$ cat src/rtl/scoreboard_pkg.sv
// Shared constants and helpers for the register scoreboard.
// Optional bypass of same-cycle clears to the query ports: SCOREBOARD_BYPASS_EN.
package scoreboard_pkg;

    localparam int NUM_REGS_DEF = 32;
    localparam int NUM_CLR_DEF  = 2;

    function automatic int addr_w(input int n);
        return $clog2(n);
    endfunction

endpackage

$ cat src/rtl/onehot_decoder.sv
// Enable-gated binary to one-hot decoder; a disabled decoder yields all-zero.
module onehot_decoder
    import scoreboard_pkg::*;
#(
    parameter int N  = NUM_REGS_DEF,
    parameter int AW = addr_w(N)
) (
    input  logic [AW-1:0] addr,
    input  logic          en,
    output logic [N-1:0]  onehot
);

    always_comb begin
        onehot = '0;
        if (en) onehot[addr] = 1'b1;
    end

endmodule

$ cat src/rtl/reg_scoreboard.sv
// Register busy-bit scoreboard: one set port, NUM_CLR clear ports, two queries.
// Define SCOREBOARD_BYPASS_EN to hide same-cycle clears from busy_a/busy_b.
module reg_scoreboard
    import scoreboard_pkg::*;
#(
    parameter  int NUM_REGS = NUM_REGS_DEF,
    parameter  int NUM_CLR  = NUM_CLR_DEF,
    localparam int ADDR_W   = addr_w(NUM_REGS)
) (
    input  logic                      clk,
    input  logic                      rst_n,
    input  logic                      flush,
    input  logic                      set_en,
    input  logic [ADDR_W-1:0]         set_addr,
    input  logic [NUM_CLR-1:0]        clr_en,
    input  logic [NUM_CLR*ADDR_W-1:0] clr_addr,
    input  logic [ADDR_W-1:0]         rd_addr_a,
    input  logic [ADDR_W-1:0]         rd_addr_b,
    output logic                      busy_a,
    output logic                      busy_b,
    output logic [NUM_REGS-1:0]       busy_vec,
    output logic [ADDR_W:0]           busy_cnt
);

    logic [NUM_REGS-1:0] r_busy;
    logic [ADDR_W:0]     r_cnt;
    logic [NUM_REGS-1:0] w_set_dec;
    logic [NUM_REGS-1:0] w_clr_dec [NUM_CLR];
    logic [NUM_REGS-1:0] w_clr_mask;
    logic [NUM_REGS-1:0] w_next;
    logic [ADDR_W:0]     w_cnt_next;
    logic                w_hit_a;
    logic                w_hit_b;

    onehot_decoder #(.N(NUM_REGS), .AW(ADDR_W)) u_set_dec (
        .addr   (set_addr),
        .en     (set_en),
        .onehot (w_set_dec)
    );

    for (genvar k = 0; k < NUM_CLR; k++) begin : g_clr
        onehot_decoder #(.N(NUM_REGS), .AW(ADDR_W)) u_clr_dec (
            .addr   (clr_addr[k*ADDR_W +: ADDR_W]),
            .en     (clr_en[k]),
            .onehot (w_clr_dec[k])
        );
    end

    always_comb begin
        w_clr_mask = '0;
        for (int k = 0; k < NUM_CLR; k++) begin
            w_clr_mask = w_clr_mask | w_clr_dec[k];
        end
    end

    // Set wins over clear; register 0 is hardwired free.
    always_comb begin
        w_next = (r_busy & ~w_clr_mask) | w_set_dec;
        if (flush) w_next = '0;
        w_next[0] = 1'b0;
    end

    always_comb begin
        w_cnt_next = '0;
        for (int i = 0; i < NUM_REGS; i++) begin
            w_cnt_next = w_cnt_next + (ADDR_W+1)'(w_next[i]);
        end
    end

    always_ff @(posedge clk or negedge rst_n) begin
        if (!rst_n) begin
            r_busy <= '0;
            r_cnt  <= '0;
        end else begin
            r_busy <= w_next;
            r_cnt  <= w_cnt_next;
        end
    end

`ifdef SCOREBOARD_BYPASS_EN
    always_comb begin
        w_hit_a = 1'b0;
        w_hit_b = 1'b0;
        for (int k = 0; k < NUM_CLR; k++) begin
            if (clr_en[k] && clr_addr[k*ADDR_W +: ADDR_W] == rd_addr_a)
                w_hit_a = 1'b1;
            if (clr_en[k] && clr_addr[k*ADDR_W +: ADDR_W] == rd_addr_b)
                w_hit_b = 1'b1;
        end
    end
`else
    assign w_hit_a = 1'b0;
    assign w_hit_b = 1'b0;
`endif

    assign busy_a   = r_busy[rd_addr_a] & ~w_hit_a;
    assign busy_b   = r_busy[rd_addr_b] & ~w_hit_b;
    assign busy_vec = r_busy;
    assign busy_cnt = r_cnt;

endmodule
$ cat config.mk
export PLATFORM = sky130hd
export DESIGN_NAME = reg_scoreboard
export DESIGN_NICKNAME = d
export VERILOG_FILES = /design/src/rtl/scoreboard_pkg.sv /design/src/rtl/onehot_decoder.sv /design/src/rtl/reg_scoreboard.sv
export SDC_FILE = /design/constraint.sdc
export NUM_CORES = 1
export LEC_CHECK = 0
export ABC_CLOCK_PERIOD_IN_PS = 6120
export BUFFER_PORTS_ARGS = -buffer_cell sky130_fd_sc_hd__buf_2
export CAP_MARGIN = 20
export CORE_ASPECT_RATIO = 1.75
export CORE_MARGIN = 2
export CORE_UTILIZATION = 57
export CTS_BUF_LIST = sky130_fd_sc_hd__clkbuf_8
export DETAILED_ROUTE_END_ITERATION = 6
export GPL_TIMING_DRIVEN = 0
export MAX_ROUTING_LAYER = met4
export PLACE_DENSITY = 0.83
export SLEW_MARGIN = 0
export SYNTH_ARGS = -nofsm -noshare
export SYNTH_HDL_FRONTEND = slang
export SYNTH_SLANG_ARGS = --single-unit
$ cat constraint.sdc
create_clock -name clk -period 6.12 [get_ports clk]
set_clock_uncertainty 0.2 [all_clocks]
set_input_delay 1.836 -clock clk [delete_from_list [all_inputs] [get_ports clk]]
set_output_delay 1.836 -clock clk [all_outputs]
set_load 0.03 [all_outputs]
# After elaboration in Yosys (flattened, before gate mapping)

Cells that the tools add are included.

Reduce and logical (&&, ||, !) cells: 3
Add/sub/neg operators: 30
Magnitude comparators: 8
Muxes and demuxes: 14
Bitwise gates (word level): 4

Operators by type and width:

| cell               | count |
|---|---|
| $add 6x1->6        | 25 |
| $mux 32            | 4 |
| $or 32x32->32      | 2 |
| $and 32x32->32     | 1 |
| $not 32->32        | 1 |
| $lt 5x6->1 const B | 5 |
| $demux 1 s5        | 3 |
| $ge 5x1->1 const B | 3 |
| $bmux 1 s5         | 2 |
| $add 5x1->6        | 1 |
| $add 4x1->5        | 1 |
| $mux 1             | 5 |
| $add 3x1->4        | 1 |
| $add 2x1->3        | 1 |
| $logic_and 1x1->1  | 3 |
| $add 1x1->2        | 1 |

Input port bits: 31
Flip-flop bits (word level): 37

# Longest topological paths before layout

Gate-level depths: netlist (run 1).

Word-level depth: 40
Gate-level depth with buffers: 21
Mapped depth without buffers: 20

# Hierarchy

From an unflattened synthesis (run 1), not the netlist that was laid out.

Cells, all modules: 431
Area, all modules: 3420.8 µm²

Modules (own cells, without submodules):

| module         | cells an instance | area each (µm²) | sequential area each (µm²) | times used |
|---|---|---|---|---|
| reg_scoreboard | 290               | 2730.1          | 925.9                      | 1 |
| onehot_decoder | 47                | 230.2           | 0.0                        | 3 |

# Worst setup path before layout (run 1)

Ideal clock, no wire load.

Path type: in2reg
Start point: input port clr_addr[0]
End point: register r_cnt[4] (netlist: busy_cnt[4])
Cell stages on the path: 18
Arrival time: 6917 ps
Path slack: -1120 ps
Data required time: 5797 ps
Path through: nor3b_1 > a22oi_1 > a22oi_1 > nor2_1 > fa_1 > fa_1 > inv_1 > fa_1 > fa_1 > inv_1 > fa_1 > inv_1 > fa_1 > fa_1 > fa_1 > o21ai_0 > a21oi_1 > xnor2_1

Elaborated cells between the ends (all ways): 41
Classes of those cells: add/sub (30); order compare (2); mux (4); bitwise (4); reduce/logical (1)

RTL lines:

| element                                                               | RTL line             | source |
|---|---|---|
| from (decl)                                                           | reg_scoreboard.sv:16 | `input logic [NUM_CLR*ADDR_W-1:0] clr_addr,` |
| $lt 5x6->1 (implied by the code) / $ge 5x1->1 (equally long branches) | onehot_decoder.sv:15 | `if (en) onehot[addr] = 1'b1;` |
| $logic_and 1x1->1 (implied by the code)                               | onehot_decoder.sv:15 |  |
| $mux 1 (implied by the code)                                          | onehot_decoder.sv:15 |  |
| $demux 1 s5 *                                                         | -                    |  |
| $mux 32 *                                                             | onehot_decoder.sv:15 |  |
| $or 32x32->32 *                                                       | reg_scoreboard.sv:52 | `w_clr_mask = w_clr_mask \| w_clr_dec[k];` |
| $not 32->32 *                                                         | reg_scoreboard.sv:58 | `w_next = (r_busy & ~w_clr_mask) \| w_set_dec;` |
| $and 32x32->32 *                                                      | reg_scoreboard.sv:58 |  |
| $or 32x32->32 *                                                       | reg_scoreboard.sv:58 |  |
| $mux 32 *                                                             | reg_scoreboard.sv:59 | `if (flush) w_next = '0;` |
| named net w_next[12]                                                  | reg_scoreboard.sv:30 | `logic [NUM_REGS-1:0] w_next;` |
| $add 6x1->6 * (20 in series)                                          | reg_scoreboard.sv:66 | `w_cnt_next = w_cnt_next + (ADDR_W+1)'(w_next[i]);` |
| named net w_cnt_next[4]                                               | reg_scoreboard.sv:31 | `logic [ADDR_W:0] w_cnt_next;` |
| to (signal assigned)                                                  | reg_scoreboard.sv:76 | `r_cnt <= w_cnt_next;` |
| to (decl)                                                             | reg_scoreboard.sv:26 | `logic [ADDR_W:0] r_cnt;` |

The timed path passes the listed nets; every way through them passes the cells marked *.

# Final worst setup path (run 1)

Start point: input port clr_en[0]
End point: register r_cnt[4] (netlist: busy_cnt[4])

Word-level cells in the longest chain between the ends: 36

RTL lines:

| element                    | RTL line             | source |
|---|---|---|
| from (decl)                | reg_scoreboard.sv:15 | `input logic [NUM_CLR-1:0] clr_en,` |
| $mux 32 *                  | onehot_decoder.sv:15 |  |
| $or 32x32->32 *            | reg_scoreboard.sv:52 |  |
| $not 32->32 *              | reg_scoreboard.sv:58 |  |
| $and 32x32->32 *           | reg_scoreboard.sv:58 |  |
| $or 32x32->32 *            | reg_scoreboard.sv:58 |  |
| $mux 32 *                  | reg_scoreboard.sv:59 |  |
| $add 1x1->2                | reg_scoreboard.sv:66 |  |
| $add 2x1->3                | reg_scoreboard.sv:66 |  |
| $add 3x1->4                | reg_scoreboard.sv:66 |  |
| $add 4x1->5                | reg_scoreboard.sv:66 |  |
| $add 5x1->6                | reg_scoreboard.sv:66 |  |
| $add 6x1->6 (24 in series) | reg_scoreboard.sv:66 |  |
| $add 6x1->6 *              | reg_scoreboard.sv:66 |  |
| named net w_cnt_next[4]    | reg_scoreboard.sv:31 |  |

Marks and branches as above.

==> results.md, run 1 <==
* Syn Area/Cell at 9.14 um2
* Worst r2r src: busy_vec[4]
* Critical path class: in -> reg
* Outcome: complete, but fails checks
* Synthesis-stage register bit count at 37
* Vias at 3877
* Share of cells above drive strength 1 at 0.401
* GRT Total Usage at 0.398
* Detailed Place HPWL at 7910 um
* CTS H-Tree Depth at 2
* Synth-to-layout area growth at 39.2%
* Dpl cells at 505
* DRT Pass-1 Iters at 5
* Overall Power at 0.687 mW
* Max-cap violation count at 0
* Ranking of synthesized cells by area: dfrtp_1 (28%), fa_1 (14%), a22oi_1 (10%)
* Post-synthesis adder-cell area fraction at 0.165
* Largest family of logic cells by synthesized area: compound AO/OA/AOI/OAI gates
* Final setup viols at 7
* Final min period at 7.12 ns
* Vias in the first global route at 3650
* I/O pin count at 71
* Hold_buf cts at 0
* Yosys top cell area share at 0.279
* FF-to-FF End: busy_cnt[4]
* Overflow after GRT at 0
* Largest net degree at the start of global routing at 38
* Pleak at 2.17 nW
* Setup TNS at -5.63 ns
* Die Ht at 105 um
* R2R cell count at 17
* Slew Viols, Final at 0
* Initial DRC Count at 633
* Worst Setup EP: busy_cnt[4]
* Slew @ Worst Pin at 0.850 ns
* DRC Markers at 0
* Hold WS at 0.432 ns
* RSZ-0062 raised after global routing: yes
* Antenna fix cells at 0
* Number of synthesized flops with an enable pin at 0
* Die Span X at 61.7 um
* CP Max Fanout at 5
* First-pass GRT wire length at 18300 um
* Final cell count without fillers at 557
* Number of warnings issued by yosys at 0
* Fin nets at 541
* Clock root cell: clkbuf_8
* Cell area after synthesis at 0.00332 mm2
* Worst EP arrival at 7.12 ns
* Final Worst Setup Slack at -1.00 ns
* Tcrit/Tclk final at 1.16
* Compound-Gate Fraction of Synth Area at 0.214
* Required @ worst endpoint at 6.12 ns
* Final wirelength at 13100 um
* Initial core utilization at 0.594
* I/O Buffers at 66
* Routed wire length per instance at 23.6 um
* CTS Sinks at 37
* Unique cell type count in the Yosys netlist at 31
* Die area at 0.00647 mm2
* Clock latency at the later pin of the worst-skew pair at 0.31 ns
* Async SR Flop Fraction at 1.00
* Post-synth top area cell: dfrtp_1
* Setup slack, reg-to-reg at 0.82 ns
* Core Area at 0.00559 mm2
* Area after DPL at 0.00381 mm2
* Fin util at 0.827
* Bufs on Longest Clock Path at 2
* Antenna Nets Post-Route at 0
* Synthesized Nets at 424
* Max transition margin at 0.433
* Crit path from: clr_en[0]
* Num CTS Buffers at 5
* Seq/Total Area, Yosys at 0.279
* Mapped Cells at 363
* RePlAce Congestion at 0.872
* Row cnt at 36
* Hold Crit Class: reg -> reg
* Vias per cell at 6.96
* PD cells at 149 mW/mm2
* Xor/xnor share of the synthesized area at 0.00528
* # fillers at 344
* Critical Path Sink Type: flip-flop
* Initial antenna violation count at 0
* Peak Freq at 140 MHz
* Failing checks: setup timing
* CTS tree: yes
* Startpoint Class: input port
* Synth Area in Simple Gates at 0.184
* Finished Cell Area at 0.00462 mm2
* Hold Vio Cnt, Final at 0
* Setup slack at placement at -1.45 ns
* Clock transition at path regs at 0.08 ns
* Primary FF master, synth: dfrtp_1
* Post-synthesis mux area share at 0.0951
* VDD IR-drop max at 0.268 mV
## power breakdown
part | internal, mW | switching (mW) | leakage (nW)
combinational | 0.0634 | 0.108 | 1.59
clock | 0.162 | 0.0986 | 0.0681
sequential | 0.250 | 0.00425 | 0.514
## cell usage after synthesis, drive strengths merged, types with 4 or more instances
master,number
dfrtp,37
buf,6
nor2,17
clkbuf,13
fa,23
nor2b,5
nand3,8
mux4,6
mux2i,18
a21oi,28
nand2b,4
nand2,46
a21o,21
and3,6
a22oi,45
inv,29
and3b,13
nor3b,13
ha,7
## worst max-delay path, cell delays in order
cell and delay (ns):
buf_6 0.10, nor3b_4 0.17, buf_4 0.16, a22oi_2 0.28, nand2_1 0.13, a21o_1 0.22, fa_1 0.56, inv_2 0.06
fa_1 0.49, inv_2 0.04, fa_2 0.43, fa_1 0.50, inv_1 0.05, fa_1 0.49, inv_1 0.05, fa_1 0.45
fa_2 0.39, fa_2 0.37, o21ai_2 0.14, a21oi_2 0.07, xnor2_1 0.12
## placed cells by master, fill, tap and decap left out, types with 6 or more instances in the layout
| cell | instances |
|---|---|
| inv_1 | 24 |
| a21o_1 | 21 |
| clkbuf_1 | 8 |
| buf_2 | 62 |
| nand3_1 | 8 |
| mux4_2 | 6 |
| nor2_1 | 13 |
| nand2_1 | 44 |
| nor3b_4 | 8 |
| a21oi_1 | 26 |
| and3b_1 | 7 |
| a22oi_1 | 30 |
| buf_4 | 37 |
| mux2i_1 | 18 |
| and3b_2 | 6 |
| buf_6 | 16 |
| dfrtp_1 | 37 |
| a22oi_2 | 15 |
| and3_1 | 6 |
| fa_1 | 18 |
| ha_1 | 7 |
## cell type report
| cell class | count | area [um2] | share of cell area |
|---|---|---|---|
| Buffer | 15 | 76.3 | 0.0165 |
| Clock buffer | 5 | 68.8 | 0.0149 |
| Clock inverter | 3 | 65.1 | 0.0141 |
| Inverter | 29 | 109 | 0.0236 |
| Multi-Input combinational cell | 278 | 2480 | 0.537 |
| Sequential cell | 37 | 926 | 0.201 |
| Tap cell | 76 | 95.1 | 0.0206 |
| Timing Repair Buffer | 114 | 798 | 0.173 |
## sequential cells by signal, summed over array words and instances (netlist names)
name and flops:
busy_vec 31, busy_cnt 6
## per-layer routing
layer  GRT usage  vias up  wire [um]
li1            -     1535          -
met5           -        -          0
met4       0.248        0       1250
met3       0.116      146       1380
met2       0.620      365       6510
met1       0.423     1831       4010
## timing repair
action | CTS | global route
resized for setup | 20 | 70
gates cloned | 0 | 0
setup endpoints to repair | 6 | 7
pin swaps | 14 | 24
hold endpoints to repair | 0 | 0
buffers inserted | 41 | 9
## worst min path at each step
stage | startpoint | end | slack (ns) | cells after the start
after floorplan | busy_vec[17] | busy_vec[17] | 0.50 | 2
after global placement | busy_vec[18] | busy_vec[18] | 0.39 | 2
after detailed placement | busy_vec[15] | busy_vec[15] | 0.39 | 2
after CTS | busy_vec[15] | busy_vec[15] | 0.40 | 2
after global routing | busy_vec[25] | busy_vec[25] | 0.44 | 2
final | busy_vec[25] | busy_vec[25] | 0.43 | 2
## cells by family (layout without fill, tap and decap cells)
logic type	count (synthesis)	count (layout)
AOI/OAI and AO/OA	104	104
xor gates and xnor gates	2	2
adders and majority gates	30	30
buffers and inverters	48	166
DFF	37	37
muxes	24	24
other	1	1
and+or+nand+nor	117	117
(Power assumes the default switching activity.)
==> inputs of run 2 (changes only) <==
--- a/config.mk
+++ b/config.mk
@@ -5,7 +5,7 @@
 export SDC_FILE = /design/constraint.sdc
 export NUM_CORES = 1
 export LEC_CHECK = 0
-export ABC_CLOCK_PERIOD_IN_PS = 6120
+export ABC_CLOCK_PERIOD_IN_PS = 7550
 export BUFFER_PORTS_ARGS = -buffer_cell sky130_fd_sc_hd__buf_2
 export CAP_MARGIN = 20
 export CORE_ASPECT_RATIO = 1.75
==> constraint.sdc (replaced) <==
create_clock -name clk -period 7.55 [get_ports clk]
set_clock_uncertainty 0.2 [all_clocks]
set_input_delay 2.265 -clock clk [delete_from_list [all_inputs] [get_ports clk]]
set_output_delay 2.265 -clock clk [all_outputs]
set_load 0.03 [all_outputs]
==> run 2 against run 1 <==
The flow still finishes with violations (setup timing). Critical path depth decreased by 2. Setup slack improved by 0.95 ns. Routed wire length decreased by 20%. Count of clock-buffer cells in the layout unchanged. First-iteration DRC count decreased by 61%. Non-clock buffer count decreased by 39. Hold slack got worse by 0.023 ns. Sequential share of layout area increased by 2.5 points. Final cell count decreased by 7.0%.
==> results.md, run 2 (same netlist as run 1, synthesis figures left out) <==
* Clock transition at path regs at 0.08 ns (about the same)
* Final cell count without fillers at 518 (-7.0%)
* Hold Vio Cnt, Final at 0 (unchanged)
* Die Span X at 61.7 um (unchanged)
* Setup slack, reg-to-reg at 2.14 ns (+1.32 ns)
* Tcrit/Tclk final at 1.01
* CTS H-Tree Depth at 2 (unchanged)
* Largest net degree at the start of global routing at 38 (unchanged)
* Slew Viols, Final at 0 (unchanged)
* Routed wire length per instance at 20.3 um (-14%)
* CP Max Fanout at 6 (+1)
* Final setup viols at 1 (-6)
* Clock root cell: clkbuf_8
* Max-cap violation count at 0 (unchanged)
* Critical Path Sink Type: flip-flop
* Setup TNS at -0.0548 ns (+5.57 ns)
* Critical path class: in -> reg
* VDD IR-drop max at 0.191 mV (-29%)
* Vias at 3315 (-14%)
* Die Ht at 105 um (unchanged)
* Worst Path Buf+Inv at 4 (-2)
* Required @ worst endpoint at 7.54 ns (+1.42 ns)
* Slew @ Worst Pin at 0.849 ns (-0.00128 ns)
* Vias in the first global route at 3290 (-9.9%)
* Worst r2r src: busy_vec[1]
* Initial core utilization at 0.594 (unchanged)
* Commonest non-fill, non-tap cell in the layout: buf_2
* Worst path slowest cell: fa_1
* DRC Markers at 0 (unchanged)
* Crit path from: clr_addr[1]
* Bufs on Longest Clock Path at 2 (unchanged)
* Clock latency at the later pin of the worst-skew pair at 0.31 ns (about the same)
* Hold Crit Class: reg -> reg
* Final Worst Setup Slack at -0.0548 ns (+0.949 ns)
* Cells along the critical path: buf_8, and3b_2, buf_6, a22oi_2, nand2_1, a21o_1, fa_1, fa_1, fa_1, fa_1, inv_1, fa_1, inv_2, fa_1, fa_2, fa_2, o21ai_2, a21oi_2, xnor2_1
* Pleak at 1.95 nW (-9.9%)
* Core Area at 0.00559 mm2 (unchanged)
* I/O Buffers at 66 (unchanged)
* Initial antenna violation count at 0 (unchanged)
* Antenna Nets Post-Route at 0 (unchanged)
* I/O pin count at 71 (unchanged)
* GRT Total Usage at 0.341 (-0.0569)
* Final min period at 7.60 ns
* Overflow after GRT at 0 (unchanged)
* RePlAce Congestion at 0.886 (+1.6%)
* CTS Sinks at 37 (unchanged)
* Most frequent CP cell: fa_1
* Detailed Place HPWL at 8110 um (+2.6%)
* Outcome: complete, but fails checks
* Fin nets at 502 (-7.2%)
* Hold_buf cts at 0 (unchanged)
* Synth-to-layout area growth at 23.8%
* Max transition margin at 0.434 (+0.000856)
* CTS tree: yes
* Final wirelength at 10500 um (-20%)
* Hold WS at 0.409 ns (-0.0227 ns)
* Peak Freq at 131 MHz
* DRT Pass-1 Iters at 4 (-1)
* Vias per cell at 6.40 (-8.1%)
* Failing checks: setup timing
* Crit-path leading delay family: adder cells
* Crit-path max cell delay at 0.58 ns (+0.02 ns)
* HP Start: busy_vec[4]
* Startpoint Class: input port
* PD cells at 131 mW/mm2 (-12%)
* RSZ-0062 raised after global routing: yes
* Most frequent cells in the layout: buf_2 (66), nand2_1 (46), a22oi_1 (41), dfrtp_1 (37), inv_1 (28)
* Initial DRC Count at 247 (-61%)
* Max FFs per register at 31 (unchanged)
* Num CTS Buffers at 5 (unchanged)
* Dpl cells at 505 (unchanged)
* Row cnt at 36 (unchanged)
* Share of cells above drive strength 1 at 0.283 (-0.118)
* Antenna fix cells at 0 (unchanged)
* Worst EP arrival at 7.60 ns (+0.48 ns)
* Die area at 0.00647 mm2 (unchanged)
* First-pass GRT wire length at 15500 um (-15%)
==> run 2: cell types whose count changed in the layout (fill, tap and decap cells not counted), moves of 11 or more <==
cell | previous run | this run
buf_6 | 16 | 3
a22oi_2 | 15 | 4
a22oi_1 | 30 | 41
buf_4 | 37 | 10
==> run 2: path summary, 6_finish.rpt <==
check | endpoint | cells after the start
worst min-delay path | busy_vec[4] | 2
worst max register to register | busy_cnt[4] | 17
worst max-delay path | busy_cnt[4] | 19
worst min register to register | busy_vec[4] | 2
max in group asynchronous | busy_vec[17] | 1
min in group asynchronous | busy_vec[29] | 1
==> run 2: worst reg2reg max path, stage by stage (launching register included) <==
cell,delay (ns)
dfrtp_1,0.39
nand2_1,0.10
a21o_1,0.19
fa_1,0.55
inv_1,0.08
fa_1,0.51
inv_1,0.05
fa_1,0.45
fa_1,0.51
inv_1,0.05
fa_1,0.51
inv_2,0.05
fa_1,0.50
fa_2,0.41
fa_2,0.39
o21ai_2,0.16
a21oi_2,0.07
xnor2_1,0.12
==> run 2: repair_timing <==
| item | CTS | global route |
|---|---|---|
| setup buffers | 6 | 4 |
| setup endpoints to repair | 4 | 4 |
| gates resized for setup | 14 | 29 |
| endpoints found under the hold margin | 0 | 0 |
| pin swaps | 1 | 22 |
==> run 2: routing by layer <==
layer	GRT usage	wire length [um]
met1	0.324	3540
met2	0.605	5830
met3	0.0507	634
met4	0.193	532
met5	-	0
==> run 2: cell type report <==
| cell class | instances | area (um2) |
|---|---|---|
| inverter | 29 | 109 |
| tap | 76 | 95.1 |
| sequential | 37 | 926 |
| timing repair buffer | 76 | 434 |
| buffer | 14 | 61.3 |
| fill | 458 | 1480 |
| multi-input combinational | 278 | 2350 |
| clock inverter | 3 | 65.1 |
| clock buffer | 5 | 68.8 |
==> run 2: per-stage QoR <==
stage / utilization / setup slack (ns) / total power [mW] / area, um2
global placement: 0.673 / -0.531 / 0.315 / 3760
CTS: 0.710 / 0.00435 / 0.529 / 3970
global route: 0.735 / -0.273 / 0.551 / 4110
detailed placement: 0.673 / -0.601 / 0.317 / 3760
finish: 0.735 / -0.0548 / 0.536 / 4110
floorplan: - / 0.00724 / 0.276 / 3330
==> run 2: where the power goes <==
| part | internal, mW | leakage [nW] | switching, mW |
|---|---|---|---|
| clock network | 0.131 | 0.0681 | 0.0775 |
| registers | 0.203 | 0.514 | 0.00303 |
| logic | 0.0433 | 1.37 | 0.0784 |
| total | 0.377 | 1.95 | 0.159 |
==> inputs of run 3 (changes only) <==
--- a/config.mk
+++ b/config.mk
@@ -5,17 +5,17 @@
 export SDC_FILE = /design/constraint.sdc
 export NUM_CORES = 1
 export LEC_CHECK = 0
-export ABC_CLOCK_PERIOD_IN_PS = 7550
-export BUFFER_PORTS_ARGS = -buffer_cell sky130_fd_sc_hd__buf_2
+export ABC_CLOCK_PERIOD_IN_PS = 7100
 export CAP_MARGIN = 20
 export CORE_ASPECT_RATIO = 1.75
 export CORE_MARGIN = 2
-export CORE_UTILIZATION = 57
+export CORE_UTILIZATION = 61
 export CTS_BUF_LIST = sky130_fd_sc_hd__clkbuf_8
 export DETAILED_ROUTE_END_ITERATION = 6
+export DONT_BUFFER_PORTS = 1
 export GPL_TIMING_DRIVEN = 0
 export MAX_ROUTING_LAYER = met4
-export PLACE_DENSITY = 0.83
+export PLACE_DENSITY = 0.77
 export SLEW_MARGIN = 0
 export SYNTH_ARGS = -nofsm -noshare
 export SYNTH_HDL_FRONTEND = slang
==> constraint.sdc (replaced) <==
create_clock -name clk -period 7.1 [get_ports clk]
set_clock_uncertainty 0.2 [all_clocks]
set_input_delay 2.13 -clock clk [delete_from_list [all_inputs] [get_ports clk]]
set_output_delay 2.13 -clock clk [all_outputs]
set_load 0.03 [all_outputs]
==> run 3 against run 2 <==
The run still ends with setup timing left. Combinational power down 33%. Clock power decreased by 12%. Setup slack got worse by 0.046 ns. Sequential power up 12%. Non-clock buffer count is 72 lower. Global-route usage increased by 0.92 points. Register-to-register slack worse by 0.57 ns. Hold slack improved by 0.15 ns. Count of clock-buffer cells in the layout unchanged. Final area is 11% lower. Final cell count down 18%. Sequential share of layout area rose by 2.9 points. Critical path type unchanged. Critical endpoint unchanged. Largest cell class unchanged.
==> results.md, run 3 (same netlist as run 1, synthesis figures left out) <==
* Detailed Place HPWL at 7740 um (-4.6%)
* Slew Viols, Final at 0 (unchanged)
* Vias at 2943 (-11%)
* Final min period at 7.20 ns
* Worst EP arrival at 7.22 ns (-0.38 ns)
* RePlAce Congestion at 0.922 (+4.1%)
* Largest net degree at the start of global routing at 38 (unchanged)
* Final wirelength at 9460 um (-10%)
* Global route hottest layer: met2
* Final cell count without fillers at 425 (-18%)
* # fillers at 436 (-4.8%)
* Critical path class: in -> reg
* Startpoint Class: input port
* Overflow after GRT at 0 (unchanged)
* Routed wire length per instance at 22.3 um (+9.5%)
* Clock latency at the later pin of the worst-skew pair at 0.30 ns (about the same)
* Final Worst Setup Slack at -0.101 ns (-0.0463 ns)
* Critical Path Sink Type: flip-flop
* Dpl cells at 418 (-17%)
* Num CTS Buffers at 5 (unchanged)
* Bufs on Longest Clock Path at 2 (unchanged)
* VDD IR-drop max at 0.120 mV (-38%)
* I/O Buffers at 0 (-100%)
* Fin nets at 430 (-14%)
* RSZ-0062 raised after global routing: yes
* Worst path slowest cell: fa_1
* Worst Path Buf+Inv at 4 (unchanged)
* DRT Pass-1 Iters at 7 (+3)
* Cell count along the critical path at 19 (unchanged)
* I/O pin count at 71 (unchanged)
* Initial DRC Count at 190 (-23%)
* Crit-path max cell delay at 0.52 ns (-0.06 ns)
* M3 GR Usage at 0.0702 (+0.0195)
* Die area at 0.00607 mm2 (-6.2%)
* Die Span X at 59.7 um (-3.1%)
* Failing checks: setup timing
* PD cells at 136 mW/mm2 (+4.3%)
* Vias in the first global route at 3038 (-7.7%)
* DRC Markers at 0 (unchanged)
* Cells along the critical path: and3b_1, a22oi_2, nand2_1, a21o_1, fa_1, inv_2, fa_1, inv_1, fa_1, fa_1, inv_1, fa_1, inv_1, fa_1, fa_2, fa_2, o21ai_2, a21oi_2, xnor2_1
* Required @ worst endpoint at 7.12 ns (-0.42 ns)
* Max FFs per register at 31 (unchanged)
* Share of cells above drive strength 1 at 0.132 (-0.150)
* Final setup viols at 2 (+1)
* Vias per cell at 6.92 (+8.2%)
* Max transition margin at 0.656 (+0.222)
* Outcome: complete, but fails checks
* Peak Freq at 139 MHz
* Commonest non-fill, non-tap cell in the layout: nand2_1
* Row cnt at 35 (-2.8%)
* First-pass GRT wire length at 14800 um (-4.1%)
* Antenna fix cells at 0 (unchanged)
* GR Util met1 at 0.344 (+0.0203)
* Initial antenna violation count at 0 (unchanged)
* Tcrit/Tclk final at 1.01
* Hold Path Depth at 2 (unchanged)
* Hold Crit Class: reg -> reg
* Most frequent CP cell: fa_1
* Core Area at 0.00526 mm2 (-5.9%)
* Most frequent cells in the layout: nand2_1 (45), a22oi_1 (42), dfrtp_1 (37), a21oi_1 (27), inv_1 (27)
* Clock transition at path regs at 0.08 ns (about the same)
* R2R cell count at 17 (unchanged)
* CTS H-Tree Depth at 2 (unchanged)
* Crit-path leading delay family: adder cells
* GR Layer Usage met2 at 0.615 (+0.00929)
* Clock root cell: clkbuf_8
* Pleak at 1.58 nW (-19%)
* GRT Total Usage at 0.350 (+0.00919)
* Overall Power at 0.495 mW (-7.7%)
* CTS tree: yes
* Synth-to-layout area growth at 9.62%
* Die Ht at 102 um (-3.2%)
* Max-cap violation count at 0 (unchanged)
* CTS Sinks at 37 (unchanged)
* Slew @ Worst Pin at 0.515 ns (-0.334 ns)
* Antenna Nets Post-Route at 0 (unchanged)
* CP Max Fanout at 8 (+2)
* Hold Vio Cnt, Final at 0 (unchanged)
* Initial core utilization at 0.631 (+0.0373)
* Fin util at 0.692 (-0.0435)
[run 3: changes by cell type in the layout (fill, tap and decap cells not counted), moves of 2 or more]
cell     before  now
nor3b_4       5    3
and3b_1       7   11
and3b_2       6    2
buf_6         3    1
buf_4        10    3
buf_2        66    4
[run 3: area by class of cell]
class                   instances  area (um2)  share of cell area
well taps                      55        68.8              0.0189
flip-flops and latches         37         926               0.255
inverters                      29         109              0.0299
repair buffers                  3        26.3             0.00723
clock buffers                   5        68.8              0.0189
clock inverters                 3        46.3              0.0127
multi-input cells             278        2310               0.636
plain buffers                  15        77.6              0.0213
[run 3: worst paths after layout]
| kind | from | end | slack [ns] |
|---|---|---|---|
| worst max-delay path | clr_en[1] | busy_cnt[4] | -0.10 |
| worst min-delay path | busy_vec[22] | busy_vec[22] | 0.56 |
| worst max register to register | busy_vec[4] | busy_cnt[4] | 1.57 |
| worst min register to register | busy_vec[22] | busy_vec[22] | 0.56 |
| max in group asynchronous | rst_n | busy_vec[21] | 5.29 |
| min in group asynchronous | rst_n | busy_vec[16] | 1.32 |
[run 3: worst register-to-register path: cells and delay by family, from the launching register on]
family / cells / cell delay [ns]
compound gates: 3 / 0.45
xor+xnor: 1 / 0.17
fa+ha+maj: 8 / 3.70
buf+inv: 4 / 0.22
flops: 1 / 0.58
simple gates: 1 / 0.15
[run 3: what timing repair did]
item / 4_1_cts / 5_1_grt
pin swaps: 6 / 7
cloned: 0 / 0
buffers inserted: 2 / 1
hold buffers: 0 / 0
endpoints found under the setup margin: 5 / 5
resized for setup: 12 / 14
[run 3: per-layer routing]
metal,vias up,wire length (um),part of all wire
met2,146,5180,0.55
met5,-,0,0
met3,38,601,0.064
li1,1310,-,-
met1,1449,3210,0.34
met4,0,472,0.050
[run 3: where the power goes]
part | internal [mW] | switching, mW
registers | 0.216 | 0.0147
logic | 0.0322 | 0.0491
clock network | 0.105 | 0.0783
total | 0.353 | 0.142
[run 3: per-stage QoR]
step | setup TNS, ns | setup WS, ns | cell area, um2 | hold WS, ns
after floorplan | -0.181 | -0.164 | 3380 | 0.501
after global placement | -1.94 | -0.540 | 3440 | 0.537
after detailed placement | -2.18 | -0.610 | 3440 | 0.549
after CTS | -0.105 | -0.105 | 3600 | 0.561
after global routing | -0.816 | -0.255 | 3640 | 0.596
final | -0.186 | -0.101 | 3640 | 0.563
